### src/rtl/opl3_timers.sv
// opl3_timers: the two OPL3 interval timers (80 us and 320 us resolution).
//
// Ports
//   clk          single clock
//   reset_n      synchronous active-low reset
//   opl3_reg_wr  register write stream {valid, bank_num, address, data}
//   status       registered status byte {irq, ft1, ft2, 5'b0}
//   irq_n        registered active-low interrupt (~(ft1 | ft2))
//
// Bank-0 registers 0x02 (treg1), 0x03 (treg2) and 0x04 (control) are decoded.
// A free-running prescaler produces tick1; a divider on tick1 produces tick2.
// Each running timer increments its counter per tick and, on overflow from
// 0xFF, reloads from its treg and raises its flag unless masked.

package opl3_timers_pkg;
    typedef struct packed {
        logic       valid;
        logic       bank_num;
        logic [7:0] address;
        logic [7:0] data;
    } opl3_reg_wr_t;
endpackage

module opl3_timers
    import opl3_timers_pkg::*;
#(
    parameter int unsigned TICK1_CYCLES = 1018,
    parameter int unsigned TICK2_DIV    = 4
) (
    input  logic         clk,
    input  logic         reset_n,
    input  opl3_reg_wr_t opl3_reg_wr,
    output logic [7:0]   status,
    output logic         irq_n
);

    localparam int unsigned PreW = (TICK1_CYCLES > 2) ? $clog2(TICK1_CYCLES) : 1;
    localparam int unsigned DivW = (TICK2_DIV > 4) ? $clog2(TICK2_DIV) : 2;

    logic [PreW-1:0] presc_q, presc_d;
    logic [DivW-1:0] div_q, div_d;
    logic            tick1, tick2;
    logic [1:0]      tick;

    logic [7:0] treg_q [2];
    logic [7:0] treg_d [2];
    logic [7:0] cnt_q  [2];
    logic [7:0] cnt_d  [2];
    logic [1:0] st_q, st_d, st_prev_q, mask_q, mask_d, ft_q, ft_d;
    logic [7:0] status_q, status_d;
    logic       irq_n_q, irq_n_d;

    logic wr_hit, wr_t1, wr_t2, wr_ctl;
    logic unused_data;

    assign wr_hit = opl3_reg_wr.valid && !opl3_reg_wr.bank_num;
    assign wr_t1  = wr_hit && (opl3_reg_wr.address == 8'h02);
    assign wr_t2  = wr_hit && (opl3_reg_wr.address == 8'h03);
    assign wr_ctl = wr_hit && (opl3_reg_wr.address == 8'h04);
    assign unused_data = ^opl3_reg_wr.data[4:2];

    // Prescaler wrap marks tick1; every TICK2_DIV-th tick1 is also tick2.
    assign tick1 = (presc_q == PreW'(TICK1_CYCLES - 1));
    assign tick2 = tick1 && (div_q == DivW'(TICK2_DIV - 1));
    assign tick  = {tick2, tick1};

    always_comb begin
        presc_d = tick1 ? '0 : presc_q + 1'b1;
        div_d   = div_q;
        if (tick1) begin
            div_d = tick2 ? '0 : div_q + 1'b1;
        end
    end

    always_comb begin
        treg_d = treg_q;
        cnt_d  = cnt_q;
        st_d   = st_q;
        mask_d = mask_q;
        ft_d   = ft_q;

        if (wr_t1) treg_d[0] = opl3_reg_wr.data;
        if (wr_t2) treg_d[1] = opl3_reg_wr.data;

        if (wr_ctl) begin
            if (opl3_reg_wr.data[7]) begin
                ft_d = '0;
            end else begin
                mask_d = {opl3_reg_wr.data[5], opl3_reg_wr.data[6]};
                st_d   = {opl3_reg_wr.data[1], opl3_reg_wr.data[0]};
            end
        end

        // Overflow is applied after the RST clear so a coincident overflow wins.
        for (int i = 0; i < 2; i++) begin
            if (st_q[i] && !st_prev_q[i]) begin
                // First cycle after start: load, swallowing any tick.
                cnt_d[i] = treg_q[i];
            end else if (st_q[i] && tick[i]) begin
                if (cnt_q[i] == 8'hFF) begin
                    cnt_d[i] = treg_q[i];
                    if (!mask_q[i]) ft_d[i] = 1'b1;
                end else begin
                    cnt_d[i] = cnt_q[i] + 8'd1;
                end
            end
        end

        status_d = {ft_d[0] | ft_d[1], ft_d[0], ft_d[1], 5'b0};
        irq_n_d  = ~(ft_d[0] | ft_d[1]);
    end

    always_ff @(posedge clk) begin
        if (!reset_n) begin
            presc_q   <= '0;
            div_q     <= '0;
            treg_q    <= '{default: '0};
            cnt_q     <= '{default: '0};
            st_q      <= '0;
            st_prev_q <= '0;
            mask_q    <= '0;
            ft_q      <= '0;
            status_q  <= '0;
            irq_n_q   <= 1'b1;
        end else begin
            presc_q   <= presc_d;
            div_q     <= div_d;
            treg_q    <= treg_d;
            cnt_q     <= cnt_d;
            st_q      <= st_d;
            st_prev_q <= st_q;
            mask_q    <= mask_d;
            ft_q      <= ft_d;
            status_q  <= status_d;
            irq_n_q   <= irq_n_d;
        end
    end

    assign status = status_q;
    assign irq_n  = irq_n_q;

endmodule

### config.mk
export PLATFORM = sky130hd
export DESIGN_NAME = opl3_timers
export DESIGN_NICKNAME = d
export VERILOG_FILES = /design/src/rtl/opl3_timers.sv
export SDC_FILE = /design/constraint.sdc
export NUM_CORES = 1
export LEC_CHECK = 0
export ABC_AREA = 1
export BUFFER_PORTS_ARGS = -buffer_cell sky130_fd_sc_hd__buf_2
export CELL_PAD_IN_SITES_DETAIL_PLACEMENT = 2
export CELL_PAD_IN_SITES_GLOBAL_PLACEMENT = 2
export CORE_UTILIZATION = 35
export DETAILED_ROUTE_END_ITERATION = 8
export GPL_TIMING_DRIVEN = 0
export PLACE_DENSITY = 0.84
export SYNTH_ARGS = -nofsm -noshare
export SYNTH_HDL_FRONTEND = slang
export SYNTH_SLANG_ARGS = --single-unit
### constraint.sdc
create_clock -name clk -period 3.35 [get_ports clk]
set_input_delay 0.335 -clock clk [delete_from_list [all_inputs] [get_ports clk]]
set_output_delay 0.335 -clock clk [all_outputs]
set_load 0.1 [all_outputs]
==> results.py <==
metrics = {
    "power_and_ir_drop": {
        "total_power_mw": 1.270,
        "vdd.ir_drop.worst_v": 0.0001532,
        "power.leakage_nw": 1.351,
        "pwr_density_cell_mw_per_mm2": 409.3,
    },
    "cts": {
        "worst_setup_hold_path_clk_slew_ns": 0.10,
        "h-tree-depth": 2,
        "ctsRootBufferMaster": "sky130_fd_sc_hd__clkbuf_8",
        "cts.sinks": 54,
        "number_of_buffers_added_by_the_clock_tree_synthesis_step": 5,
        "cts_resized": 0,
        "quantity_of_hold_fixing_buffers_added_after_cts": 0,
        "cts.path.max_buffers": 2,
        "cts_tree": "yes",
        "clk_latency_ns": 0.31,
        "cts.repair_timing.setup_buffer_count": 0,
    },
    "synth": {
        "yosysWarnings": 0,
        "post_synth_instance_area_mm2": 0.002710,
        "synthesis_stage_register_bit_count": 54,
        "synth_sequential_area_ratio_pct": 39.89,
        "synth_cell_type_count": 32,
        "postSynthCellCount": 396,
        "postSynthAreaPerCell_um2": 6.844,
    },
    "cells_and_area": {
        "multi_input_area_mm2": 0.001328,
        "drive_gt1_share_pct": 12.56,
        "num-nets-final": 454,
        "num_antenna_cells": 0,
        "final-seq-area_mm2": 0.001081,
        "area_growth_pct": 14.45,
        "fin_util_pct": 42.09,
        "filler_cell_count": 922,
    },
    "sta": {
        "fin_setup_tns_ns": 0,
        "final_setup_violations": 0,
        "rsz_0062_raised_after_global_routing": "no",
        "timing.slew.headroom_pct": 58.49,
        "final-max-slew-violation-count": 0,
        "fin_ws_ns": 1.646,
        "max_clock_freq_mhz": 586.9,
        "finalWorstPathRequiredPeriod_ns": 1.704,
        "timing_hold_violations_final": 0,
        "timing.final.crit_share_pct": 50.87,
        "finalClockSkew_ns": 0.002710,
        "worstMarginPinSlew_ns": 0.6226,
    },
    "floorplan": {
        "floorplan.core_area_mm2": 0.007370,
        "die_ar_mm2": 0.008099,
        "die_height_um": 90.00,
        "chipWidth_um": 90.00,
        "floorplan.initialDensity_pct": 36.77,
        "fp-row-count": 31,
        "floorplan.io_pins": 29,
    },
    "global_route": {
        "antenna_found_initial": 0,
        "grt_first_pass_wirelength_um": 13520,
        "grt.overflow.total": 0,
        "first_global_vias": 2784,
        "grt.total_usage_pct": 20.88,
        "grt_max_degree": 17,
    },
    "setup_path": {
        "worstSetupEndpointType": "flip-flop",
        "worst_r2r_startpoint": "cnt_q[0]",
        "r2r_cells": 9,
        "critical_path.startpoint": "cnt_q[0]",
        "worstPathRequired_ns": 3.57,
        "critical_path.cell_chain": "ha_1 > nand2_1 > nor2_1 > a21oi_1 > nand2_1 > nand2_1 > nand2_1 > nand2_1 > nor2_1",
        "worst-endpoint-arrival_ns": 1.92,
        "ff2ff_setup_slack_ns": 1.65,
        "cp_slowest_cell": "sky130_fd_sc_hd__a21oi_1",
        "r2r-end": "cnt_q[5]",
        "cp-start-kind": "flip-flop",
        "worstSetupEndpoint": "cnt_q[5]",
        "critPathMaxStageDelay_ns": 0.49,
        "criticalPathCategory": "reg -> reg",
        "worst_path_most_repeated_cell": "sky130_fd_sc_hd__nand2_1",
        "crit_path_max_fo": 7,
    },
    "place": {
        "globalplace.congestion": 0.7961,
        "post-dp-hpwl_um": 6164,
        "pre_cts_setup_slack_ns": 1.558,
        "count_of_buffers_inserted_at_the_top_level_ports": 22,
    },
    "detailed_routing": {
        "drtPass1Iterations": 4,
        "post-route-drc-count": 0,
        "drt_wl_total_um": 8048,
        "via_per_inst": 4.994,
        "drt_iter0_drc": 32,
        "post_drt_wl_per_cell_um": 15.21,
        "detailroute.via_count": 2642,
        "postRouteAntennaNets": 0,
    },
    "flow_run": {
        "maxCapViolations": 0,
    },
    "status": {
        "outcome": "completed",
    },
    "hold_path": {
        "min-delay-path-class": "in -> reg",
    },
}
==> area by class of cell <==
type / instances / share of cell area, %
Inverter: 59 / 7.140
Clock buffer: 6 / 2.662
Tap cell: 99 / 3.994
Multi-Input combinational cell: 273 / 42.80
Clock inverter: 2 / 1.936
Timing Repair Buffer: 22 / 3.550
Sequential cell: 54 / 34.85
Buffer: 14 / 3.066
==> worst max-delay path: cells and delay by family (launching register included) <==
family,cells,cell delay [ns]
AOI/OAI and AO/OA,1,0.49
adders and majority gates,1,0.22
DFF,1,0.35
and+or+nand+nor,7,0.54
==> synthesized netlist by cell type, drive strengths merged <==
master   n  area, um2
o21ai   39      198.9
a211oi   7      52.55
clkbuf   5      18.77
or2      1      6.260
a31oi    1      6.260
ha       5      62.56
conb     1      3.750
inv     58      217.7
clkinv   1      3.750
nor3b    1      7.510
nor2    61      244.0
buf      9      76.31
nand3   24      130.1
o21a     1      7.510
dfxtp   54       1081
xnor2    2      17.52
nand3b   1      7.510
nand4    6      50.04
nand2   85      336.6
xor2     1      8.760
a21oi   33      172.7
==> worst min path at each step <==
stage | from | endpoint | slack, ns | cells past startpoint
2_1_floorplan | st_q[1] | st_prev_q[1] | 0.42 | 2
3_3_place_gp | st_q[1] | st_prev_q[1] | 0.43 | 2
3_5_place_dp | treg_q[3] | treg_q[3] | 0.45 | 2
4_1_cts | opl3_reg_wr[3] | treg_q[11] | 0.33 | 3
5_1_grt | opl3_reg_wr[0] | st_q[0] | 0.34 | 3
6_report | opl3_reg_wr[3] | treg_q[3] | 0.34 | 3
==> cells in the final DEF, fill, tap and decap left out, types with 6 or more instances in the layout <==
master,netlist,final
sky130_fd_sc_hd__dfxtp_1,54,54
sky130_fd_sc_hd__buf_2,1,23
sky130_fd_sc_hd__nor2_1,59,59
sky130_fd_sc_hd__o21ai_0,33,33
sky130_fd_sc_hd__a21oi_1,31,31
sky130_fd_sc_hd__clkbuf_8,0,6
sky130_fd_sc_hd__buf_4,6,6
sky130_fd_sc_hd__inv_1,58,58
sky130_fd_sc_hd__nand3_1,22,22
sky130_fd_sc_hd__nand2_1,80,80
sky130_fd_sc_hd__a211oi_1,7,7
==> logic make-up after synthesis <==
| family | count (synthesis) | synth area share (%) |
|---|---|---|
| simple gates | 179 | 28.86 |
| buf+inv | 73 | 11.68 |
| fa+ha+maj | 5 | 2.308 |
| flops | 54 | 39.89 |
| compound gates | 81 | 16.16 |
| other cells | 1 | 0.1384 |
| xor+xnor | 3 | 0.9697 |
==> routing by layer <==
metal | GRT usage [%] | share of wire [%] | wire length [um] | vias to the layer above
met1 | 25.17 | 46 | 3735 | 1286
li1 | - | - | - | 1315
met2 | 38.97 | 50 | 4035 | 31
met4 | 6.048 | 1.4 | 113 | 0
met5 | 0 | 0 | 0 | -
met3 | 2.200 | 2.0 | 164 | 10
==> stage by stage <==
| stage | hold WS (ns) | instances | area, um2 |
|---|---|---|---|
| 6_report | 0.3371 | 529 | 3102 |
| 5_1_grt | 0.3353 | 529 | 3102 |
| 4_1_cts | 0.3300 | 529 | 3102 |
| 3_5_place_dp | 0.4500 | 521 | 2959 |
| 3_3_place_gp | 0.4315 | 521 | 2959 |
| 2_1_floorplan | 0.4204 | 400 | 2725 |
==> power by group <==
part	internal, mW	switching, mW
clock	0.319	0.224
combinational	0.0209	0.0580
sequential	0.645	0.00282
==> sequential cells by signal, indices dropped and copies added, names as in the netlist <==
| register | count |
|---|---|
| st_q | 2 |
| mask_q | 2 |
| irq_n | 1 |
| cnt_q | 16 |
| ft_q | 1 |
| st_prev_q | 2 |
| div_q | 2 |
| treg_q | 16 |
| presc_q | 10 |
| status | 2 |
Note: power is estimated with default switching activity, not from simulation.
